**src/rtl/collision_pkg.sv**
```systemverilog
// Shared types and sizing for the per-frame dragon collision scan.
package collision_pkg;

    typedef enum logic [1:0] {
        ST_IDLE    = 2'd0,
        ST_SCAN    = 2'd1,
        ST_RESOLVE = 2'd2,
        ST_OVER    = 2'd3
    } state_t;

    localparam int DEFAULT_POS_W        = 8;
    localparam int DEFAULT_NUM_SEGMENTS = 7;
    localparam int SEG_IDX_W            = 3;
    localparam int LIVES_W              = 2;

endpackage

```
**src/rtl/collision_sequencer_matcher.sv**
```systemverilog
// Combinational overlap test of one dragon segment against the player, sword and sheep.
module segment_matcher
    import collision_pkg::*;
#(
    parameter int POS_W = DEFAULT_POS_W
) (
    input  logic [POS_W-1:0] seg_pos,
    input  logic             seg_active,
    input  logic [POS_W-1:0] player_pos,
    input  logic [POS_W-1:0] sword_pos,
    input  logic             sword_active,
    input  logic [POS_W-1:0] sheep_pos,
    output logic             player_match,
    output logic             sword_match,
    output logic             sheep_match
);

    assign player_match = seg_active && (seg_pos == player_pos);
    assign sword_match  = seg_active && sword_active && (seg_pos == sword_pos);
    assign sheep_match  = seg_active && (seg_pos == sheep_pos);

endmodule

```
**src/rtl/collision_sequencer.sv**
```systemverilog
// Frame collision controller: snapshots positions, scans one dragon segment per cycle,
// then resolves hits into lives / game-over and pulses done.
module collision_sequencer
    import collision_pkg::*;
#(
    parameter int NUM_SEGMENTS  = DEFAULT_NUM_SEGMENTS,
    parameter int POS_W         = DEFAULT_POS_W,
    parameter int LIVES_INIT    = 3,
    parameter int INVULN_FRAMES = 4
) (
    input  logic                          clk,
    input  logic                          reset,
    input  logic                          frame_start,
    input  logic [POS_W-1:0]              player_pos,
    input  logic [POS_W-1:0]              sword_pos,
    input  logic                          sword_active,
    input  logic [POS_W-1:0]              sheep_pos,
    input  logic [NUM_SEGMENTS*POS_W-1:0] dragon_positions,
    input  logic [NUM_SEGMENTS-1:0]       dragon_active,
    output logic                          busy,
    output logic                          done,
    output logic                          player_hit,
    output logic                          sword_hit,
    output logic [SEG_IDX_W-1:0]          sword_seg_idx,
    output logic                          sheep_hit,
    output logic [LIVES_W-1:0]            lives,
    output logic                          game_over,
    output logic                          overrun
);

    localparam int INV_W = $clog2(INVULN_FRAMES + 1);

    state_t                        state_r, state_s;
    logic [SEG_IDX_W-1:0]          idx_r, idx_s;
    logic [INV_W-1:0]              inv_r, inv_s;
    logic [POS_W-1:0]              player_snap_r, player_snap_s;
    logic [POS_W-1:0]              sword_snap_r, sword_snap_s;
    logic                          sword_act_snap_r, sword_act_snap_s;
    logic [POS_W-1:0]              sheep_snap_r, sheep_snap_s;
    logic [NUM_SEGMENTS*POS_W-1:0] dragon_snap_r, dragon_snap_s;
    logic [NUM_SEGMENTS-1:0]       active_snap_r, active_snap_s;
    logic                          player_acc_r, player_acc_s;
    logic                          sword_acc_r, sword_acc_s;
    logic                          sheep_acc_r, sheep_acc_s;
    logic [SEG_IDX_W-1:0]          sword_idx_acc_r, sword_idx_acc_s;
    logic                          player_hit_s, sword_hit_s, sheep_hit_s;
    logic [SEG_IDX_W-1:0]          sword_seg_idx_s;
    logic [LIVES_W-1:0]            lives_s;
    logic                          busy_s, done_s, game_over_s, overrun_s;
    logic                          player_match_s, sword_match_s, sheep_match_s;

    segment_matcher #(.POS_W(POS_W)) u_matcher (
        .seg_pos      (dragon_snap_r[idx_r*POS_W +: POS_W]),
        .seg_active   (active_snap_r[idx_r]),
        .player_pos   (player_snap_r),
        .sword_pos    (sword_snap_r),
        .sword_active (sword_act_snap_r),
        .sheep_pos    (sheep_snap_r),
        .player_match (player_match_s),
        .sword_match  (sword_match_s),
        .sheep_match  (sheep_match_s)
    );

    // Next-state and next-output logic for the scan sequencer.
    always_comb begin
        state_s          = state_r;
        idx_s            = idx_r;
        inv_s            = inv_r;
        player_snap_s    = player_snap_r;
        sword_snap_s     = sword_snap_r;
        sword_act_snap_s = sword_act_snap_r;
        sheep_snap_s     = sheep_snap_r;
        dragon_snap_s    = dragon_snap_r;
        active_snap_s    = active_snap_r;
        player_acc_s     = player_acc_r;
        sword_acc_s      = sword_acc_r;
        sheep_acc_s      = sheep_acc_r;
        sword_idx_acc_s  = sword_idx_acc_r;
        player_hit_s     = player_hit;
        sword_hit_s      = sword_hit;
        sword_seg_idx_s  = sword_seg_idx;
        sheep_hit_s      = sheep_hit;
        lives_s          = lives;
        overrun_s        = overrun;
        done_s           = 1'b0;

        case (state_r)
            ST_IDLE: begin
                if (frame_start) begin
                    player_snap_s    = player_pos;
                    sword_snap_s     = sword_pos;
                    sword_act_snap_s = sword_active;
                    sheep_snap_s     = sheep_pos;
                    dragon_snap_s    = dragon_positions;
                    active_snap_s    = dragon_active;
                    player_acc_s     = 1'b0;
                    sword_acc_s      = 1'b0;
                    sheep_acc_s      = 1'b0;
                    sword_idx_acc_s  = {SEG_IDX_W{1'b0}};
                    idx_s            = {SEG_IDX_W{1'b0}};
                    state_s          = ST_SCAN;
                end else begin
                    state_s = ST_IDLE;
                end
            end
            ST_SCAN: begin
                if (frame_start) begin
                    overrun_s = 1'b1;
                end else begin
                    overrun_s = overrun;
                end
                player_acc_s = player_acc_r | player_match_s;
                sheep_acc_s  = sheep_acc_r | sheep_match_s;
                // Only the first sword match records its index.
                if (sword_match_s && !sword_acc_r) begin
                    sword_acc_s     = 1'b1;
                    sword_idx_acc_s = idx_r;
                end else begin
                    sword_acc_s     = sword_acc_r;
                end
                if (idx_r == SEG_IDX_W'(NUM_SEGMENTS - 1)) begin
                    state_s = ST_RESOLVE;
                end else begin
                    idx_s = idx_r + SEG_IDX_W'(1);
                end
            end
            ST_RESOLVE: begin
                if (frame_start) begin
                    overrun_s = 1'b1;
                end else begin
                    overrun_s = overrun;
                end
                player_hit_s    = player_acc_r;
                sword_hit_s     = sword_acc_r;
                sword_seg_idx_s = sword_idx_acc_r;
                sheep_hit_s     = sheep_acc_r;
                done_s          = 1'b1;
                if (player_acc_r && (inv_r == {INV_W{1'b0}})) begin
                    if (lives != {LIVES_W{1'b0}}) begin
                        lives_s = lives - LIVES_W'(1);
                    end else begin
                        lives_s = lives;
                    end
                    inv_s = INV_W'(INVULN_FRAMES);
                end else if (inv_r != {INV_W{1'b0}}) begin
                    inv_s = inv_r - INV_W'(1);
                end else begin
                    inv_s = inv_r;
                end
                if (lives_s == {LIVES_W{1'b0}}) begin
                    state_s = ST_OVER;
                end else begin
                    state_s = ST_IDLE;
                end
            end
            ST_OVER: begin
                state_s = ST_OVER;
            end
            default: begin
                state_s = ST_IDLE;
            end
        endcase

        busy_s      = (state_s == ST_SCAN) || (state_s == ST_RESOLVE);
        game_over_s = (state_s == ST_OVER);
    end

    // State, snapshot, accumulator and output registers with synchronous active-low reset.
    always_ff @(posedge clk) begin
        if (!reset) begin
            state_r          <= ST_IDLE;
            idx_r            <= {SEG_IDX_W{1'b0}};
            inv_r            <= {INV_W{1'b0}};
            player_snap_r    <= {POS_W{1'b0}};
            sword_snap_r     <= {POS_W{1'b0}};
            sword_act_snap_r <= 1'b0;
            sheep_snap_r     <= {POS_W{1'b0}};
            dragon_snap_r    <= {(NUM_SEGMENTS*POS_W){1'b0}};
            active_snap_r    <= {NUM_SEGMENTS{1'b0}};
            player_acc_r     <= 1'b0;
            sword_acc_r      <= 1'b0;
            sheep_acc_r      <= 1'b0;
            sword_idx_acc_r  <= {SEG_IDX_W{1'b0}};
            busy             <= 1'b0;
            done             <= 1'b0;
            player_hit       <= 1'b0;
            sword_hit        <= 1'b0;
            sword_seg_idx    <= {SEG_IDX_W{1'b0}};
            sheep_hit        <= 1'b0;
            lives            <= LIVES_W'(LIVES_INIT);
            game_over        <= 1'b0;
            overrun          <= 1'b0;
        end else begin
            state_r          <= state_s;
            idx_r            <= idx_s;
            inv_r            <= inv_s;
            player_snap_r    <= player_snap_s;
            sword_snap_r     <= sword_snap_s;
            sword_act_snap_r <= sword_act_snap_s;
            sheep_snap_r     <= sheep_snap_s;
            dragon_snap_r    <= dragon_snap_s;
            active_snap_r    <= active_snap_s;
            player_acc_r     <= player_acc_s;
            sword_acc_r      <= sword_acc_s;
            sheep_acc_r      <= sheep_acc_s;
            sword_idx_acc_r  <= sword_idx_acc_s;
            busy             <= busy_s;
            done             <= done_s;
            player_hit       <= player_hit_s;
            sword_hit        <= sword_hit_s;
            sword_seg_idx    <= sword_seg_idx_s;
            sheep_hit        <= sheep_hit_s;
            lives            <= lives_s;
            game_over        <= game_over_s;
            overrun          <= overrun_s;
        end
    end

endmodule

```
**config.mk**
```make
export PLATFORM = sky130hd
export DESIGN_NAME = collision_sequencer
export DESIGN_NICKNAME = d
export VERILOG_FILES = /design/src/rtl/collision_pkg.sv /design/src/rtl/collision_sequencer_matcher.sv /design/src/rtl/collision_sequencer.sv
export SDC_FILE = /design/constraint.sdc
export NUM_CORES = 1
export LEC_CHECK = 0
export ABC_CLOCK_PERIOD_IN_PS = 3200
export CORE_MARGIN = 5
export CORE_UTILIZATION = 40
export DETAILED_ROUTE_END_ITERATION = 16
export PLACE_DENSITY = 0.74
export SLEW_MARGIN = 20
export SYNTH_ARGS = -nofsm -noshare
export SYNTH_HDL_FRONTEND = slang
export SYNTH_SLANG_ARGS = --single-unit
```
**constraint.sdc**
```tcl
create_clock -name clk -period 3.2 [get_ports clk]
set_clock_uncertainty 0.1 [all_clocks]
set_input_delay 0.64 -clock clk [delete_from_list [all_inputs] [get_ports clk]]
set_output_delay 0.64 -clock clk [all_outputs]
set_load 0.05 [all_outputs]
```
==> results of run 1 <==
==> sequential cells by signal, summed over array words and instances (netlist names) <==
| signal | flops |
|---|---|
| dragon_snap_r | 56 |
| player_snap_r | 8 |
| sheep_snap_r | 8 |
| sword_snap_r | 8 |
| active_snap_r | 7 |
| idx_r | 3 |
| inv_r | 3 |
| sword_idx_acc_r | 3 |
| sword_seg_idx | 3 |
| lives | 2 |
| state_r | 2 |
| busy | 1 |
| done | 1 |
| game_over | 1 |
| overrun | 1 |
| player_acc_r | 1 |
| player_hit | 1 |
| sheep_acc_r | 1 |
| sheep_hit | 1 |
| sword_acc_r | 1 |
| sword_act_snap_r | 1 |
| sword_hit | 1 |
==> Yosys cell counts (2+ instances only) <==
cell type / count / share of area [%]
a21boi_0: 89 / 13
a21oi_1: 5 / 0.48
a22oi_1: 6 / 0.86
a31oi_1: 2 / 0.24
and2_1: 9 / 1.1
buf_1: 5 / 0.36
buf_2: 3 / 0.29
clkbuf_1: 29 / 2.1
dfxtp_1: 114 / 44
ha_1: 9 / 2.2
inv_1: 11 / 0.79
mux2i_1: 36 / 6.9
nand2_1: 199 / 14
nand2_2: 2 / 0.24
nand2b_1: 6 / 0.72
nand3_1: 6 / 0.58
nor2_1: 8 / 0.58
nor2b_1: 9 / 1.1
nor3_1: 2 / 0.19
nor4_1: 4 / 0.48
o21ai_0: 6 / 0.58
o221ai_1: 5 / 0.84
o22ai_1: 8 / 0.96
xnor2_1: 23 / 3.9
xor2_1: 3 / 0.50
==> stage by stage <==
stage	util, %	setup slack, ns	total power (uW)	hold WS [ns]
after floorplan	-	1.09	1790	0.333
after global placement	49.9	0.819	1960	0.349
after detailed placement	49.9	0.728	1970	0.358
after CTS	54.3	0.781	3760	0.365
after global routing	54.3	0.551	3880	0.380
final	54.3	0.761	3740	0.361
==> cell type report <==
type	instances	area, um2	share of cell area (%)
clock buffer	24	482	6.97
tap	172	215	3.11
multi-input combinational	452	2720	39.3
inverter	11	41.3	0.597
sequential	114	2280	33.0
timing repair buffer	111	1100	15.9
clock inverter	6	80.1	1.16
==> worst min-delay path: stages (launching register included) <==
cell and delay [ns]:
dfxtp_1 0.30, nand2_1 0.05, a21boi_0 0.06
==> routing by layer <==
metal | up-vias | global-route usage, % | wire, um
li1 | 2231 | - | -
met1 | 2024 | 22.5 | 5890
met2 | 105 | 29.5 | 6210
met3 | 17 | 4.18 | 645
met4 | 0 | 6.30 | 179
met5 | - | 0 | 0
==> path summary, 6_finish.rpt <==
path                                                     start                         endpoint  slack [ns]  depth (start not counted)
worst min register to register  dragon_snap_r[41]$_SDFFE_PN0P_   dragon_snap_r[41]$_SDFFE_PN0P_        0.36                          2
worst max register to register           idx_r[2]$_SDFFE_PN0P_  sword_idx_acc_r[2]$_SDFFE_PN0P_        0.76                          7
worst max-delay path                     idx_r[2]$_SDFFE_PN0P_  sword_idx_acc_r[2]$_SDFFE_PN0P_        0.76                          7
worst min-delay path            dragon_snap_r[41]$_SDFFE_PN0P_   dragon_snap_r[41]$_SDFFE_PN0P_        0.36                          2
==> power by group through the flow <==
stage / sequential [uW] / combinational [uW] / clock (uW)
floorplan: 1550 / 236 / 0
global placement: 1560 / 406 / 0
detailed placement: 1560 / 414 / 0
CTS: 1530 / 417 / 1810
global route: 1540 / 460 / 1890
finish: 1530 / 415 / 1800
==> cells by family after synthesis <==
logic type | share of synthesized area [%]
AND/OR/NAND/NOR | 20.5
AO/OA/AOI/OAI | 17.9
flip-flops | 43.8
buffers and inverters | 4.18
multiplexers | 7.13
XOR/XNOR | 4.37
adder cells (fa/ha/maj) | 2.16
==> flow_summary.json, run 1 <==
{
  "clk_pin_slew_ns": 0.05,
  "hold_viol": 0,
  "setup_violations": 0,
  "internal-power_uw": 2900,
  "worstSetupPathType": "reg2reg",
  "period_minus_slack_ns": 2.44,
  "ys_seq_area_share_pct": 43.8,
  "layout-drive-gt1-share_pct": 6.55,
  "post_cts_buffers": 0,
  "setup-tns-final_ns": 0,
  "maxCapViolations": 0,
  "p_seq_share_pct": 40.9,
  "layout_common_cells": "nand2_1 (198), dfxtp_1 (113), clkdlybuf4s50_1 (101)",
  "fp.dieH_um": 124,
  "num_rows": 41,
  "outcome": "finished clean",
  "hpwl_um": 9410,
  "postCtsHoldBufs": 0,
  "powerDensity_nw_per_um2": 542,
  "vias": 4377,
  "ir_drop_v": 0.000341,
  "nets": 807,
  "drt_wl_total_um": 12900,
  "final_common_cell": "nand2_1",
  "clock.fmax_ghz": 0.410,
  "placed_area_um2": 6350,
  "synthArstFlopShare_pct": 0,
  "gp_congestion": 0.820,
  "syn_avg_cell_area_um2": 8.45,
  "via_per_inst": 4.92,
  "htree_levels": 4,
  "critPathTopFamily": "simple AND/OR/NAND/NOR gates",
  "drv_slew": 0,
  "die_area_um2": 15400,
  "start_kind": "flop",
  "root_buffer": "clkbuf_16",
  "synth_edf_count": 0,
  "io_pins": 103,
  "crit_arrival_ns": 2.62,
  "rsz0062_at_grt": "false",
  "grt_max_degree": 67,
  "clk_path_buf_depth": 2,
  "antenna_cells": 0,
  "crit_buf_inv": 0,
  "clock_sinks": 114,
  "synth_nets": 717,
  "required_ns": 3.38,
  "final_cells": 890,
  "fillerInstances": 1152,
  "synth_cell_types": 43,
  "cts_tree": "yes",
  "p_leak_uw": 0.00251,
  "grt_pass1_wl_um": 21400,
  "path_cells": "nand2b_1 -> o221ai_1 -> nand2_1 -> xnor2_1 -> nor3_1 -> nand3_2 -> mux2i_1",
  "cts_resized": 0,
  "dp_cells": 860,
  "relSlewSlack_pct": 58.7,
  "post_drt_wl_per_cell_um": 14.5,
  "die_x_um": 124,
  "route.detailed.drc": 0,
  "ys_seq_elements": 114,
  "io_buffers": 102,
  "power.switching_uw": 846,
  "worstMarginPinSlew_ns": 0.618,
  "holdCritPathClass": "reg2reg",
  "initial_core_util_pct": 41.0,
  "core_um2": 12700,
  "cp_max_fo": 17,
  "critPathSlowestCell": "dfxtp_1",
  "ant_nets": 0,
  "finish.instance_area_um2": 6910,
  "clkPwrFrac_pct": 48.0,
  "ys_warn_count": 0,
  "syn_area_um2": 5210,
  "track_usage_pct": 17.7,
  "combPwrFrac_pct": 11.1,
  "drt_iter0_drc": 248,
  "slowest_delay_ns": 0.71,
  "grt_pass1_vias": 4534,
  "area_growth_pct": 32.6,
  "cp-end-kind": "flop",
  "period_share_pct": 76.2,
  "gr-total-overflow": 0,
  "cts_buffers": 17,
  "first_pass_iters": 4,
  "clk_latency_ns": 0.40,
  "switching_share_pct": 22.6,
  "grt_antenna_before_repair": 0,
  "synthCells": 617,
  "synth-main-ff-cell": "dfxtp_1"
}
Power figures use the tool's default switching activity.
==> run 2: changes to the inputs <==
Settings changed: ABC_CLOCK_PERIOD_IN_PS 3200 to 2200, PLACE_DENSITY 0.74 to 0.77.
Clock period 3.2 ns to 2.2 ns, I/O delays scaled along.
==> run 2 against run 1 <==
Compared with the run above: critical path depth fell by 6; power rose by 51%; sequential share of layout area fell by 1.0 points; global-route usage rose by 0.31 points; register-to-register slack got worse by 0.67 ns; sequential cell count did not move; routed wire length rose by 3.7%; sequential power rose by 46%; combinational power rose by 53%; utilization rose by 1.8 points; final cell count rose by 1.5%; count of clock-buffer cells in the layout fell by 5.
==> flow_summary.json, run 2 (synthesized netlist as in run 1, its figures left out) <==
{
  "period_share_pct": 96.9,
  "vias": 4455,
  "io_buffers": 102,
  "layout_setup_ws_ns": 0.0690,
  "route.detailed.drc": 0,
  "grt_antenna_before_repair": 0,
  "powerDensity_nw_per_um2": 794,
  "layout-drive-gt1-share_pct": 9.99,
  "drv_slew": 0,
  "fillerInstances": 1191,
  "setup-tns-final_ns": 0,
  "holdCritPathClass": "reg2reg",
  "power_uw": 5670,
  "maxCapViolations": 0,
  "nets": 819,
  "place_ws_ns": 0.00658,
  "ir_drop_v": 0.000470,
  "worstMarginPinSlew_ns": 0.507,
  "outcome": "finished clean",
  "postCtsHoldBufs": 0,
  "clock.fmax_ghz": 0.469,
  "drt_wl_total_um": 13400,
  "p_leak_uw": 0.00260,
  "antenna_cells": 0,
  "utilization_pct": 56.2,
  "hpwl_um": 10000,
  "clk_latency_ns": 0.41,
  "io_pins": 103,
  "cts_buffers": 17,
  "initial_core_util_pct": 41.0,
  "die_x_um": 124,
  "root_buffer": "clkbuf_16",
  "ant_nets": 0,
  "clock_sinks": 114,
  "grt_pass1_wl_um": 21400,
  "path_cells": "clkdlybuf4s50_1",
  "num_rows": 41,
  "crit_buf_inv": 1,
  "period_minus_slack_ns": 2.13,
  "finish.instance_area_um2": 7150,
  "r2r_cells": 9,
  "gp_congestion": 0.879,
  "layout_common_cells": "nand2_1 (198), dfxtp_1 (111), clkdlybuf4s50_1 (100)",
  "gr-total-overflow": 0,
  "cp-end-kind": "primary output",
  "first_pass_iters": 4,
  "core_um2": 12700,
  "post_drt_wl_per_cell_um": 14.8,
  "cts_tree": "yes",
  "grt_max_degree": 47,
  "critPathTopFamily": "buffers and inverters",
  "placed_area_um2": 6460,
  "largest_reg_flops": 56,
  "die_area_um2": 15400,
  "drt_iter0_drc": 199,
  "clk_pin_slew_ns": 0.05,
  "area_growth_pct": 37.1,
  "required_ns": 1.66,
  "via_per_inst": 4.93,
  "largest_register": "dragon_snap_r",
  "hold_path_depth": 2,
  "hold_viol": 0,
  "post_cts_buffers": 0,
  "clk_path_buf_depth": 2,
  "worst-path-stages": 1,
  "grt_pass1_vias": 4387,
  "relSlewSlack_pct": 66.2,
  "start_kind": "flop",
  "setup_violations": 0,
  "fp.dieH_um": 124,
  "final_common_cell": "nand2_1",
  "worstSetupPathType": "reg2out",
  "critPathSlowestCell": "clkdlybuf4s50_1",
  "htree_levels": 4,
  "cp_max_fo": 4,
  "slowest_delay_ns": 0.82,
  "track_usage_pct": 18.0,
  "crit_arrival_ns": 1.59
}
run 2: worst reg2reg max path, stage by stage, from the launching register on:
cell	delay, ns
dfxtp_2	0.42
buf_12	0.17
or2b_4	0.30
o22ai_2	0.14
nor2_2	0.08
buf_4	0.15
xnor2_1	0.11
nor4_1	0.36
a31oi_1	0.13
nor2_1	0.09
run 2: final timing paths:
kind,slack [ns],end,startpoint
worst max register to register,0.09,player_acc_r$_SDFFE_PN0P_,idx_r[0]$_SDFFE_PN0P_
worst min register to register,0.36,sword_acc_r$_SDFFE_PN0P_,sword_acc_r$_SDFFE_PN0P_
worst min-delay path,0.36,sword_acc_r$_SDFFE_PN0P_,sword_acc_r$_SDFFE_PN0P_
worst max-delay path,0.07,lives[1],lives[1]$_SDFFE_PN1P_
run 2: per-stage QoR:
step                      std cells  hold slack, ns
after floorplan                 617           0.333
after global placement          871           0.348
after detailed placement        871           0.355
after CTS                       902           0.360
after global routing            903           0.384
final                           903           0.360
run 2: area by class of cell:
cell class                 count  area, um2  area share, %
multi-input combinational    452       2760           38.7
sequential                   114       2290           32.0
timing repair buffer         123       1240           17.3
clock buffer                  19        433           6.06
tap                          172        215           3.01
clock inverter                12        165           2.31
inverter                      11       41.3          0.578
run 2: report_power, final:
| part | internal [uW] | total, uW | switching (uW) | leakage, uW |
|---|---|---|---|---|
| registers | 2170 | 2230 | 68.4 | 0.000935 |
| clock network | 1870 | 2800 | 932 | 0.000292 |
| logic | 340 | 634 | 294 | 0.00138 |
run 2: metal layers:
layer | global-route usage [%] | wire, um
met1 | 22.7 | 6160
met4 | 5.75 | 178
met5 | 0 | 0
met2 | 30.2 | 6420
met3 | 4.77 | 640
run 2: timing repair:
item / in CTS / in global routing
pin swaps: 0 / 3
gates resized for setup: 1 / 15
setup endpoints to repair: 3 / 8
gates cloned: 0 / 1
